### src/rtl/mips_pkg.sv
// Shared definitions for the MIPS single-cycle core: word width, fetch FSM
// encodings and default reset/exception vectors.
package mips_pkg;

  localparam int unsigned WordWidth = 32;

  typedef logic [WordWidth-1:0] word_t;
  typedef logic [1:0]           fetch_state_t;

  localparam fetch_state_t StIdle  = 2'd0;
  localparam fetch_state_t StReq   = 2'd1;
  localparam fetch_state_t StValid = 2'd2;

  localparam word_t RESET_VECTOR_DEFAULT = 32'h0000_0000;
  localparam word_t EXC_VECTOR_DEFAULT   = 32'h0000_0080;

  function automatic logic is_word_aligned(input word_t addr);
    return addr[1:0] == 2'b00;
  endfunction

endpackage

### src/rtl/next_pc_sel.sv
// Next-PC priority mux (jump > branch > sequential) with alignment handling.
// PC_ALIGN_TRAP_EN selects trapping to EXC_VECTOR instead of silently forcing alignment.
module next_pc_sel
  import mips_pkg::*;
#(
  parameter word_t EXC_VECTOR = EXC_VECTOR_DEFAULT
) (
  input  logic  [WordWidth-1:0] pc_plus4,
  input  logic                  branch_taken,
  input  logic  [WordWidth-1:0] branch_target,
  input  logic                  jump,
  input  logic  [WordWidth-1:0] jump_target,
  output logic  [WordWidth-1:0] next_pc,
  output logic                  misaligned
);

  word_t selected;

  always_comb begin
    selected = pc_plus4;
    if (jump) begin
      selected = jump_target;
    end else if (branch_taken) begin
      selected = branch_target;
    end
  end

`ifdef PC_ALIGN_TRAP_EN
  always_comb begin
    misaligned = !is_word_aligned(selected);
    next_pc    = misaligned ? EXC_VECTOR : selected;
  end
`else
  // Low bits are discarded, so a misaligned target lands on its enclosing word.
  logic unused_bits;
  assign unused_bits = ^{EXC_VECTOR, selected[1:0]};
  assign next_pc     = {selected[WordWidth-1:2], 2'b00};
  assign misaligned  = 1'b0;
`endif

endmodule

### src/rtl/pc_fetch_unit.sv
// PC register and instruction-fetch sequencer: IDLE -> REQ -> VALID handshake with
// instruction memory. Optional misalignment trap via the PC_ALIGN_TRAP_EN macro.
module pc_fetch_unit
  import mips_pkg::*;
#(
  parameter word_t RESET_VECTOR = RESET_VECTOR_DEFAULT,
  parameter word_t EXC_VECTOR   = EXC_VECTOR_DEFAULT
) (
  input  logic                 clk,
  input  logic                 reset,
  output logic [WordWidth-1:0] pc,
  input  logic [WordWidth-1:0] pc_plus4,
  input  logic                 branch_taken,
  input  logic [WordWidth-1:0] branch_target,
  input  logic                 jump,
  input  logic [WordWidth-1:0] jump_target,
  input  logic                 stall,
  output logic                 imem_req,
  output logic [WordWidth-1:0] imem_addr,
  input  logic                 imem_ready,
  input  logic [WordWidth-1:0] imem_rdata,
  output logic [WordWidth-1:0] instr,
  output logic                 instr_valid,
  output logic [WordWidth-1:0] retire_count,
  output logic                 misalign
);

  fetch_state_t state_q, state_d;
  word_t        pc_q, pc_d;
  word_t        instr_q, instr_d;
  word_t        retire_q, retire_d;
  logic         misalign_q, misalign_d;

  word_t        next_pc;
  logic         next_misaligned;

  next_pc_sel #(
    .EXC_VECTOR (EXC_VECTOR)
  ) u_next_pc_sel (
    .pc_plus4      (pc_plus4),
    .branch_taken  (branch_taken),
    .branch_target (branch_target),
    .jump          (jump),
    .jump_target   (jump_target),
    .next_pc       (next_pc),
    .misaligned    (next_misaligned)
  );

  always_comb begin
    state_d    = state_q;
    pc_d       = pc_q;
    instr_d    = instr_q;
    retire_d   = retire_q;
    misalign_d = 1'b0;
    unique case (state_q)
      StIdle: begin
        state_d = StReq;
      end
      StReq: begin
        if (imem_ready) begin
          instr_d = imem_rdata;
          state_d = StValid;
        end
      end
      StValid: begin
        // Decode control inputs only matter on the retiring edge.
        if (!stall) begin
          pc_d       = next_pc;
          retire_d   = retire_q + 32'd1;
          misalign_d = next_misaligned;
          state_d    = StReq;
        end
      end
      default: begin
        state_d = StIdle;
      end
    endcase
  end

  always_ff @(posedge clk or posedge reset) begin
    if (reset) begin
      state_q    <= StIdle;
      pc_q       <= RESET_VECTOR;
      instr_q    <= '0;
      retire_q   <= '0;
      misalign_q <= 1'b0;
    end else begin
      state_q    <= state_d;
      pc_q       <= pc_d;
      instr_q    <= instr_d;
      retire_q   <= retire_d;
      misalign_q <= misalign_d;
    end
  end

  assign pc           = pc_q;
  assign imem_req     = (state_q == StReq);
  assign imem_addr    = pc_q;
  assign instr        = instr_q;
  assign instr_valid  = (state_q == StValid);
  assign retire_count = retire_q;
  assign misalign     = misalign_q;

endmodule
### config.mk
export PLATFORM = sky130hd
export DESIGN_NAME = pc_fetch_unit
export DESIGN_NICKNAME = d
export VERILOG_FILES = /design/src/rtl/mips_pkg.sv /design/src/rtl/next_pc_sel.sv /design/src/rtl/pc_fetch_unit.sv
export SDC_FILE = /design/constraint.sdc
export NUM_CORES = 1
export LEC_CHECK = 0
export BUFFER_PORTS_ARGS = -buffer_cell sky130_fd_sc_hd__buf_2
export CAP_MARGIN = 15
export CORE_UTILIZATION = 44
export CTS_BUF_LIST = sky130_fd_sc_hd__clkbuf_16
export DETAILED_ROUTE_END_ITERATION = 10
export PLACE_DENSITY = 0.9
export REMOVE_ABC_BUFFERS = 1
export SYNTH_ARGS = -nofsm -noshare
export SYNTH_HDL_FRONTEND = slang
export SYNTH_SLANG_ARGS = --single-unit
### constraint.sdc
create_clock -name clk -period 3.9 [get_ports clk]
set_input_delay 0.975 -clock clk [delete_from_list [all_inputs] [get_ports clk]]
set_output_delay 0.975 -clock clk [all_outputs]
set_load 0.01 [all_outputs]
# Word level (Yosys, flattened, before mapping)
# Index checks and enable logic that the tools add are counted.
[totals]
register_bits = 96
romBits = 0
ramBits = 0
elab_cells = 19
latchBits = 0
mem_count = 0
[classes]
add_sub_neg = 1
reduce_logical = 4
eq_ne = 4
n_bitwise = 1
shift = 0
order_cmp = 0
multipliers = 0
n_mux = 5
div_mod_pow = 0
[ops]
columns = ["cell", "n"]
rows = [
  ["2-to-1 mux 32 bit", 2],
  ["adder 32 x 1 -> 32 bit (second input constant)", 1],
  ["one-hot mux 2 bit (3 select lines)", 1],
  ["AND reduction 2 bit", 3],
  ["2-to-1 mux 2 bit", 2],
  ["equality test 2 x 1 -> 1 bit (second input constant)", 1],
  ["equality test 2 bit (second input constant)", 1],
  ["zero test 2 bit", 1],
  ["!= test 2 x 1 -> 1 bit (second input constant)", 1],
  ["!= test 2 bit (second input constant)", 1],
  ["inverter 1 bit", 1],
]

# Depth between registers and ports, before layout
# Gate-level depths: netlist of the first run.
[logic_depth]
word_depth = 3
ltp_mapped = 6
mapped_depth_nobuf = 5

# Modules after synthesis
# Synthesis of the first run repeated with hierarchy kept, for this count alone.
[hier_totals]
cells_unflattened = 483
hier_area_um2 = 4909.7
[modules_own_cells]
columns = ["mod", "n_inst", "area_per_inst_um2", "cells_each"]
rows = [
  ["pc_fetch_unit", 1, 4215.3, 378],
  ["next_pc_sel", 1, 694.4, 105],
]

# Worst setup path after synthesis of the first run
# Ideal clock, no wire load.
[synth_path]
kind = "input -> register"
start = "in stall"
end = "reg retire_q[26], in the netlist retire_count[26]"
t_required_ps = 3775
arrival_time_ps = 2040
path_stages = 5
setup_slack_ps = 1735
setup_ps = 125
cell_sequence = "and4bb_4 -> nand4_4 -> nor4_4 -> nand4_1 -> xnor2_1"
[synth_via]
elab_chain_len = 2
[synth_lines]
columns = ["item", "line", "text"]
rows = [
  ["start: declaration", "pc_fetch_unit.sv:17", "input logic stall,"],
  ["inverter 1 bit (no source line)", "-", ""],
  ["AND reduction 2 bit (no source line)", "-", ""],
  ["end signal: assignment", "pc_fetch_unit.sv:91", "retire_q <= retire_d;"],
  ["end: declaration", "pc_fetch_unit.sv:31", "word_t retire_q, retire_d;"],
]
# No other way between the ends.
# A chain may end at the register's enable or synchronous reset.

# Worst setup path after layout of the first run
[layout_path]
start = "reg state_q[1]"
end = "out instr_valid"
[layout_via]
elab_chain_len = 1
[layout_lines]
columns = ["item", "line", "text"]
rows = [
  ["start: declaration", "pc_fetch_unit.sv:28", "fetch_state_t state_q, state_d;"],
  ["start signal: assignment", "pc_fetch_unit.sv:82", "state_q <= StIdle;"],
  ["start signal: assignment", "pc_fetch_unit.sv:88", "state_q <= state_d;"],
  ["equality test 2 bit", "pc_fetch_unit.sv:100", "assign instr_valid = (state_q == StValid);"],
  ["end: declaration", "pc_fetch_unit.sv:23", "output logic instr_valid,"],
]
# No other way between the ends.

==> results by group, run 1 <==
Synthesis
  • Flops & latches, synth: 96
  • Synth warn: 0
  • Area contributors post-synth: dfrtp_1, mux2_2, mux2i_1
  • Synth top area share: 0.515
  • Post-synthesis sequential area ratio: 0.515
  • Average size of a mapped cell: 10.7 um^2
  • Mapped Cells: 436
  • Area leader, netlist: dfrtp_1
  • Syn Std Cell Area: 4660 um^2
  • Netlist cell types: 32

Pwr
  • PwrDens: 640 nW/um^2
  • Final Total Pwr: 3.90 mW
  • Leak pwr: 3.31 nW
  • Worst vdd ir: 0.000316 V

Run
  • Max-Cap Viols: 0

Clock network
  • Clock Sinks: 96
  • Worst skew pair latency: 0.34 ns
  • CTS H-tree lvls: 3
  • Worst-path clk slew: 0.07 ns
  • Root Driver: clkbuf_16
  • TritonCTS clock tree: built
  • Post-CTS Hold Buffers: 0
  • Post-CTS Resized: 0
  • # Post-CTS Setup Buffers: 0
  • CTS Buf Count: 9
  • Clk buf depth: 2

Finish
  • FF/Latch Area: 2400 um^2
  • Share of cells above drive strength 1: 0.488
  • Area grow syn2layout: 30.6%
  • Most common cell after layout, fill and taps aside: buf_2
  • Layout Nets: 784
  • Commonest non-fill, non-tap cells in the layout: buf_2, dfrtp_1, nand2_1, nor2_1, mux2_2
  • Antenna diodes: 0
  • Final cell count without fillers: 790
  • # fillers: 856
  • Post-route cell area: 6090 um^2
  • Multi-input gate area: 1900 um^2
  • Post-layout util: 0.593

Floorplanning
  • Core area: 10300 um^2
  • I/O Pins: 265
  • DIE AREA: 11000 um^2
  • Initial core utilization: 0.454
  • Horiz. Die Dim: 105 um
  • Chip Height: 105 um
  • Rows: 37

Worst setup path
  • WS Path Type: reg -> out
  • Worst R2R Setup Slack: 2.00 ns
  • R2R depth: 3
  • Critical path required time: 2.92 ns
  • Nature of the critical path startpoint: flip-flop
  • CP Data Arrival Time: 1.18 ns
  • CP Max Fanout: 5
  • Critical path endpoint category: output port

Route
  • Antenna Nets Post-Route: 0
  • Initial DRC count: 149
  • DRC: 0
  • Vias: 3898
  • Vias/cell: 4.93
  • Total Wirelength: 11.7 mm
  • DRT Pass-1 Iters: 6
  • DR WL/cell: 14.8 um

Min path
  • Hold Path Depth: 1
  • Hold Path Class: reg -> reg

Run status
  • Status: finished, final reports clean

Timing
  • Worst slew pin tran: 1.05 ns
  • Final setup violating endpoints: 0
  • Min Tclk post-route: 2.16 ns
  • Rel. slew slack: 0.301
  • Setup WS post-layout: 1.74 ns
  • Tcrit/Tclk final: 0.553
  • Slew Viols, Final: 0
  • Fin Hold WS: 0.487 ns
  • RSZ-0062 raised after global routing: false
  • Fmax: 0.464 GHz
  • Clock skew: 0.00876 ns
  • Final hold vios: 0
  • Final TNS setup: 0 ns

Placement
  • Detailed-placement wirelength estimate: 9.01 mm
  • Setup WS pre-CTS: 1.43 ns
  • IO Port Bufs: 253
  • DP Area: 5790 um^2
  • Post-Place Cells: 774
  • Routability cong.: 0.797

GRT
  • Largest net degree at the start of global routing: 64
  • Antenna violations before repair: 0
  • GRT Util Overall: 0.214
  • First-pass GRT wire length: 18.6 mm
  • Grt ovf: 0
  • Vias in the first global route: 3848
==> synth_stat cells (all sizes together) <==
cell    count
dfrtp      96
nand2      45
buf        43
nor2       42
mux2       33
o21ai      31
a21oi      30
mux2i      30
xnor2      20
clkbuf     14
xor2       11
nand3      10
nand4       9
and4        5
and2        4
inv         4
nor2b       2
a21o        1
and3        1
and4bb      1
conb        1
ha          1
nand2b      1
nor4        1
==> where the power goes <==
group	switching [mW]	total [mW]	internal [mW]	leakage [nW]
sequential	0.242	1.59	1.35	1.21
combinational	0.746	1.41	0.666	1.95
clock	0.390	0.894	0.504	0.144
==> path summary, 6_finish.rpt <==
check,startpoint,endpoint
min,retire_count[31],retire_count[31]
min in group asynchronous,reset,imem_addr[22]
max,state_q[1],instr_valid
min reg2reg,retire_count[31],retire_count[31]
max reg2reg,state_q[1],retire_count[1]
max in group asynchronous,reset,instr[14]
==> state kept, by name, summed over array words and instances (netlist names) <==
| register | count |
|---|---|
| instr | 32 |
| imem_addr | 30 |
| retire_count | 32 |
| state_q | 2 |
==> worst max-delay path, cell delays in order (launching register included) <==
cell	delay, ns
dfrtp_1	0.41
nor2b_1	0.26
buf_2	0.18
==> layer usage <==
layer	global-route usage	share of wire	vias up
li1	-	-	1857
met1	0.262	0.41	1849
met4	0.0634	0.014	0
met2	0.374	0.51	176
met3	0.0530	0.064	16
met5	0	0	-
==> layout make-up <==
| type | instances | share of cell area |
|---|---|---|
| Multi-Input combinational cell | 283 | 0.312 |
| Clock buffer | 9 | 0.0370 |
| Tap cell | 136 | 0.0279 |
| Timing Repair Buffer | 255 | 0.212 |
| Inverter | 4 | 0.00288 |
| Clock inverter | 7 | 0.0129 |
| Sequential cell | 96 | 0.394 |
==> cell families (layout without fill, tap and decap cells) <==
group / after synthesis / in the layout / share of synthesized area
compound gates: 62 / 62 / 0.0673
xor+xnor: 31 / 31 / 0.0582
fa+ha+maj: 1 / 1 / 0.00268
buf+inv: 61 / 275 / 0.0800
flops: 96 / 96 / 0.515
mux: 63 / 63 / 0.144
other cells: 1 / 5 / 0.000804
simple gates: 121 / 121 / 0.132
Power figures use the tool's default switching activity.
==> inputs of run 2 (changes only) <==
==> constraint.sdc (replaced) <==
create_clock -name clk -period 2.18 [get_ports clk]
set_input_delay 0.545 -clock clk [delete_from_list [all_inputs] [get_ports clk]]
set_output_delay 0.545 -clock clk [all_outputs]
set_load 0.01 [all_outputs]
==> run 2 against run 1 <==
  * Clock power up 76%
  * Clock skew up 0.0049 ns
  * Die area stayed put
  * Clock-buffer cell count did not move
  * Utilization up 0.46 points
  * Register-to-register slack worse by 1.6 ns
  * Critical endpoint is now retire_count[21]
  * Largest cell class unchanged
  * Highest routed layer unchanged
==> results by group, run 2 (same netlist as run 1, synthesis figures left out) <==
GRT
  • Antenna violations before repair: 0 (unchanged)
  • Met3 GRT Util: 0.0430 (-0.00998)
  • Vias in the first global route: 3806 (-1.1%)
  • Layer with the highest usage: met2
  • M1 GR Usage: 0.261 (-0.00140)
  • GRT Util Overall: 0.212 (-0.00240)
  • First-pass GRT wire length: 18.5 mm (-0.67%)
  • Largest net degree at the start of global routing: 61 (-4.7%)
  • Met2 Use GR: 0.384 (+0.00946)
  • Grt ovf: 0 (unchanged)

Timing
  • Worst slew pin tran: 0.542 ns (-0.507 ns)
  • Fmax: 0.576 GHz
  • Tcrit/Tclk final: 0.796
  • Final setup violating endpoints: 0 (unchanged)
  • Fin Hold WS: 0.0998 ns (-0.388 ns)
  • Final hold vios: 0 (unchanged)
  • Setup WS post-layout: 0.445 ns (-1.30 ns)
  • Slew Viols, Final: 0 (unchanged)
  • Min Tclk post-route: 1.74 ns
  • Final TNS setup: 0 ns (unchanged)
  • Rel. slew slack: 0.639 (+0.338)
  • Clock skew: 0.0137 ns (+0.00491 ns)
  • RSZ-0062 raised after global routing: false

Finish
  • Post-route cell area: 6140 um^2 (+0.78%)
  • Area grow syn2layout: 31.6%
  • Antenna diodes: 0 (unchanged)
  • Layout Nets: 788 (+0.51%)
  • Final cell count without fillers: 794 (+0.51%)
  • Commonest non-fill, non-tap cells in the layout: buf_2, dfrtp_1, nand2_1, nor2_1, mux2_2
  • Most common cell after layout, fill and taps aside: buf_2
  • Share of cells above drive strength 1: 0.488 (about the same)

Floorplanning
  • Initial core utilization: 0.454 (unchanged)
  • DIE AREA: 11000 um^2 (unchanged)
  • Chip Height: 105 um (unchanged)
  • Rows: 37 (unchanged)
  • Horiz. Die Dim: 105 um (unchanged)
  • Core area: 10300 um^2 (unchanged)
  • I/O Pins: 265 (unchanged)

Clock network
  • Clk buf depth: 2 (unchanged)
  • # Post-CTS Setup Buffers: 0 (unchanged)
  • Worst skew pair latency: 0.33 ns (about the same)
  • Post-CTS Resized: 0 (unchanged)
  • Worst-path clk slew: 0.07 ns (about the same)
  • Root Driver: clkbuf_16
  • CTS Buf Count: 9 (unchanged)
  • Post-CTS Hold Buffers: 0 (unchanged)
  • CTS H-tree lvls: 3 (unchanged)
  • TritonCTS clock tree: built
  • Clock Sinks: 96 (unchanged)

Route
  • Total Wirelength: 11.7 mm (-0.42%)
  • Vias: 3908 (+0.26%)
  • DRT Pass-1 Iters: 4 (-2)
  • Antenna Nets Post-Route: 0 (unchanged)
  • Initial DRC count: 150 (+0.67%)
  • Vias/cell: 4.92 (-0.25%)
  • DR WL/cell: 14.7 um (-0.92%)
  • DRC: 0 (unchanged)

Worst setup path
  • Largest delay share family, worst path: simple AND/OR/NAND/NOR gates
  • Critical path endpoint category: flip-flop
  • WS Path Type: reg -> reg
  • R2R Path Start: state_q[0]
  • WP buf/inv: 0 (-1)
  • Critical path required time: 2.40 ns (-0.52 ns)
  • Slowest stage cell, crit path: dfrtp_1
  • Worst R2R Setup Slack: 0.44 ns (-1.56 ns)
  • R2R Path End: retire_count[21]
  • CP Max Fanout: 6 (+1)
  • Nature of the critical path startpoint: flip-flop
  • CP Data Arrival Time: 1.95 ns (+0.77 ns)
  • R2R depth: 5 (+2)
  • Crit path cell chain: and4bb_4, and4_1, and2_4, nand4_1, xnor2_1
  • CP peak stage delay: 0.41 ns (about the same)

Placement
  • IO Port Bufs: 253 (unchanged)
  • Setup WS pre-CTS: 0.167 ns (-1.27 ns)
  • Post-Place Cells: 778 (+0.52%)
  • Routability cong.: 0.813 (+1.9%)
  • Detailed-placement wirelength estimate: 9.11 mm (+1.1%)
  • DP Area: 5840 um^2 (+0.95%)

Pwr
  • Leak pwr: 3.34 nW (+0.99%)
  • Worst vdd ir: 0.000560 V (+77%)
  • PwrDens: 1130 nW/um^2 (+77%)

Min path
  • Hold Path Class: in -> async

Run status
  • Status: finished, final reports clean

Run
  • Max-Cap Viols: 0 (unchanged)
run 2: cell count changes in the layout (fill, tap and decap cells not counted):
cell / change
clkinv_2: -1
buf_4: +2
inv_6: +1
inv_8: -1
inv_1: +2
buf_12: +2
clkinvlp_4: -1
run 2: final cells by class:
type,count,area [um^2]
Clock buffer,9,225
Clock inverter,7,71.3
Fill cell,873,4140
Inverter,4,17.5
Multi-Input combinational cell,283,1900
Sequential cell,96,2400
Tap cell,136,170
Timing Repair Buffer,259,1350
run 2: worst register-to-register path, stage by stage (launching register included):
cell and delay, ns:
dfrtp_1 0.41, and4bb_4 0.36, and4_1 0.35, and2_4 0.23, nand4_1 0.11, xnor2_1 0.15
run 2: stage by stage:
| stage | total power [mW] | util |
|---|---|---|
| final | 6.94 | 0.597 |
| after detailed placement | 5.43 | 0.568 |
| after CTS | 7.01 | 0.597 |
| after floorplan | 4.10 | - |
| after global placement | 5.31 | 0.568 |
| after global routing | 7.36 | 0.597 |
run 2: worst max path at each step:
stage                          start               end  slack (ns)  depth (start not counted)
after floorplan                reset     imem_addr[10]       -0.87                          1
after global placement         stall  retire_count[21]        0.23                          6
after detailed placement       stall  retire_count[21]        0.17                          6
after CTS                 state_q[1]       instr_valid        0.44                          2
after global routing      state_q[1]       instr_valid        0.34                          2
final                     state_q[0]  retire_count[21]        0.44                          5
run 2: report_power, final:
part	internal [mW]	switching [mW]	leakage, nW	total, mW
registers	2.41	0.437	1.21	2.85
clock network	0.892	0.674	0.149	1.57
logic	1.20	1.32	1.98	2.52
total	4.51	2.43	3.34	6.94
run 2: layer usage:
layer | part of all wire | vias to the layer above
li1 | - | 1866
met1 | 0.42 | 1860
met2 | 0.52 | 175
met3 | 0.057 | 7
met4 | 0.0065 | 0
met5 | 0 | -
==> inputs of run 3 (changes only) <==
--- a/config.mk
+++ b/config.mk
@@ -5,12 +5,13 @@
 export SDC_FILE = /design/constraint.sdc
 export NUM_CORES = 1
 export LEC_CHECK = 0
+export ABC_AREA = 1
 export BUFFER_PORTS_ARGS = -buffer_cell sky130_fd_sc_hd__buf_2
 export CAP_MARGIN = 15
-export CORE_UTILIZATION = 44
+export CORE_UTILIZATION = 46
 export CTS_BUF_LIST = sky130_fd_sc_hd__clkbuf_16
 export DETAILED_ROUTE_END_ITERATION = 10
-export PLACE_DENSITY = 0.9
+export PLACE_DENSITY = 0.92
 export REMOVE_ABC_BUFFERS = 1
 export SYNTH_ARGS = -nofsm -noshare
 export SYNTH_HDL_FRONTEND = slang
==> constraint.sdc (replaced) <==
create_clock -name clk -period 1.75 [get_ports clk]
set_input_delay 0.4375 -clock clk [delete_from_list [all_inputs] [get_ports clk]]
set_output_delay 0.4375 -clock clk [all_outputs]
set_load 0.01 [all_outputs]
==> run 3 against run 2 <==
  * Utilization rose by 3.3 points
  * Sequential share of layout area fell by 2.5 points
  * Power rose by 30%
  * Wire length rose by 26%
  * Largest cell class unchanged
  * Hold slack got worse by 0.018 ns
  * Sequential cell count did not move
  * Critical path depth fell by 1
  * Register-to-register slack got worse by 0.28 ns
  * Sequential power rose by 27%
  * Clock power rose by 32%
  * Combinational power rose by 33%
  * Die area rose by 2.1%
==> results by group, run 3 <==
Run status
  • Status: finished, final reports clean

Timing
  • Clock skew: 0.00722 ns (-0.00645 ns)
  • Slew Viols, Final: 0 (unchanged)
  • Min Tclk post-route: 1.62 ns
  • Final hold vios: 0 (unchanged)
  • Fmax: 0.619 GHz
  • Final TNS setup: 0 ns (unchanged)
  • Tcrit/Tclk final: 0.924
  • Final setup violating endpoints: 0 (unchanged)
  • RSZ-0062 raised after global routing: false

Floorplanning
  • Chip Height: 106 um (+1.0%)
  • DIE AREA: 11200 um^2 (+2.1%)
  • I/O Pins: 265 (unchanged)
  • Horiz. Die Dim: 106 um (+1.0%)
  • Initial core utilization: 0.478 (+0.0242)
  • Rows: 37 (unchanged)
  • Core area: 10400 um^2 (+1.4%)

Finish
  • # fillers: 930 (+6.5%)
  • Multi-input gate area: 2100 um^2 (+10%)
  • Commonest non-fill, non-tap cells in the layout: buf_2, nand2_1, dfrtp_1, a21oi_1, nor2_1
  • Layout Nets: 960 (+22%)
  • Most common cell after layout, fill and taps aside: buf_2
  • Area grow syn2layout: 31.8%
  • Post-route cell area: 6560 um^2 (+6.9%)
  • FF/Latch Area: 2400 um^2 (unchanged)
  • Post-layout util: 0.630 (+0.0325)
  • Share of cells above drive strength 1: 0.393 (-0.0951)

Synthesis
  • Syn Std Cell Area: 4980 um^2 (+6.8%)
  • Post-synth EDFFs: 0 (unchanged)
  • Synth warn: 0 (unchanged)
  • Flops & latches, synth: 96 (unchanged)
  • Synth Flop Type: dfrtp_1
  • Ys async rst share: 1.00 (unchanged)
  • Synth top area share: 0.483 (-0.0326)
  • Post-synthesis sequential area ratio: 0.483 (-0.0326)
  • Average size of a mapped cell: 8.31 um^2 (-22%)
  • Netlist cell types: 23 (-28%)
  • Area leader, netlist: dfrtp_1
  • Most instantiated cells after synthesis: nand2_1, dfrtp_1, a21oi_1
  • Area contributors post-synth: dfrtp_1, nand2_1, mux2_2
  • Mapped Cells: 599 (+37%)
  • Most numerous cell in the Yosys netlist: nand2_1

Worst setup path
  • CP Max Fanout: 5 (-1)
  • R2R Path End: retire_count[17]
  • Nature of the critical path startpoint: flip-flop
  • CP Data Arrival Time: 1.18 ns (-0.77 ns)
  • Critical path endpoint category: output port
  • Critical path required time: 1.31 ns (-1.09 ns)
  • R2R depth: 8 (+3)
  • Worst R2R Setup Slack: 0.16 ns (-0.28 ns)
  • WS Path Type: reg -> out
  • R2R Path Start: state_q[0]

Clock network
  • Post-CTS Resized: 0 (unchanged)
  • TritonCTS clock tree: built
  • CTS H-tree lvls: 3 (unchanged)
  • Clock Sinks: 96 (unchanged)
  • CTS Buf Count: 9 (unchanged)
  • # Post-CTS Setup Buffers: 0 (unchanged)
  • Post-CTS Hold Buffers: 0 (unchanged)
  • Worst skew pair latency: 0.34 ns (about the same)
  • Worst-path clk slew: 0.07 ns (about the same)
  • Clk buf depth: 2 (unchanged)
  • Root Driver: clkbuf_16

Pwr
  • Worst vdd ir: 0.000910 V (+62%)
  • PwrDens: 1380 nW/um^2 (+22%)
  • Leak pwr: 3.50 nW (+4.6%)

Route
  • DRT Pass-1 Iters: 5 (+1)
  • DR WL/cell: 15.2 um (+3.6%)
  • Met3 WL post-DR: 938 um (+41%)
  • Vias: 4935 (+26%)
  • Antenna Nets Post-Route: 0 (unchanged)
  • Initial DRC count: 257 (+71%)
  • WL met1: 5.62 mm (+15%)
  • Top Metal Used: met4
  • Total Wirelength: 14.7 mm (+26%)
  • DRC: 0 (unchanged)
  • Routed wl met2: 7.48 mm (+24%)
  • Vias/cell: 5.10 (+3.6%)

Placement
  • Routability cong.: 0.937 (+15%)
  • DP Area: 6240 um^2 (+6.9%)
  • Detailed-placement wirelength estimate: 11.6 mm (+27%)
  • IO Port Bufs: 253 (unchanged)

GRT
  • Largest net degree at the start of global routing: 43 (-30%)
  • Grt ovf: 0 (unchanged)
  • First-pass GRT wire length: 23.5 mm (+27%)
  • GRT Util Overall: 0.268 (+0.0560)
  • Antenna violations before repair: 2 (+2)
  • Vias in the first global route: 4893 (+29%)

Run
  • Max-Cap Viols: 0 (unchanged)

Min path
  • Hold Path Class: in -> async
[run 3: worst max-delay path, stage by stage, from the launching register on]
cell	delay (ns)
dfrtp_1	0.37
inv_1	0.13
nand2_1	0.14
inv_1	0.07
buf_2	0.13
[run 3: routing by layer]
metal / up-vias / GRT usage
met1: 2305 / 0.314
met2: 240 / 0.465
met5: - / 0
met4: 0 / 0.143
met3: 48 / 0.0521
li1: 2342 / -
[run 3: report_power, final]
part,internal [mW],switching (mW),leakage [nW]
Clock,1.14,0.935,0.146
Sequential,3.01,0.599,1.20
Combinational,1.54,1.81,2.15
[run 3: area by class of cell]
class                   count  share of cell area
multi-input cells         414               0.320
clock buffers               9              0.0343
well taps                 136              0.0259
flip-flops and latches     96               0.366
clock inverters             7              0.0134
inverters                  35              0.0204
diodes                      2            0.000763
repair buffers            269               0.219
[run 3: worst max path at each step]
stage                     depth (start not counted)       startpoint  slack (ns)                to
after detailed placement                          9            stall        0.04  retire_count[17]
final                                             4       state_q[0]        0.13       instr_valid
after global routing                              7  retire_count[3]        0.02  retire_count[31]
after floorplan                                   1            reset       -1.19     imem_addr[10]
after global placement                            9            stall        0.09  retire_count[17]
after CTS                                         4       state_q[0]        0.12       instr_valid
[run 3: metrics by stage]
step	hold WS (ns)	worst slack [ns]	cells	total power, mW
after floorplan	0.477	-1.19	545	5.16
after global placement	0.439	0.0881	950	6.81
after detailed placement	0.447	0.0373	950	7.00
after CTS	0.0893	0.119	966	9.08
after global routing	0.0974	0.0201	968	9.51
final	0.0816	0.133	968	9.03
[run 3: cell families (layout without fill, tap and decap cells)]
family                     Yosys count  in the layout  share of synthesized area
buffers and inverters               93            320                     0.0998
AOI/OAI and AO/OA                   95             95                     0.0960
muxes                               32             32                     0.0724
adders and majority gates            1              1                    0.00251
other                                1              7                   0.000753
and+or+nand+nor                    267            267                      0.221
DFF                                 96             96                      0.483
xor gates and xnor gates            14             14                     0.0246
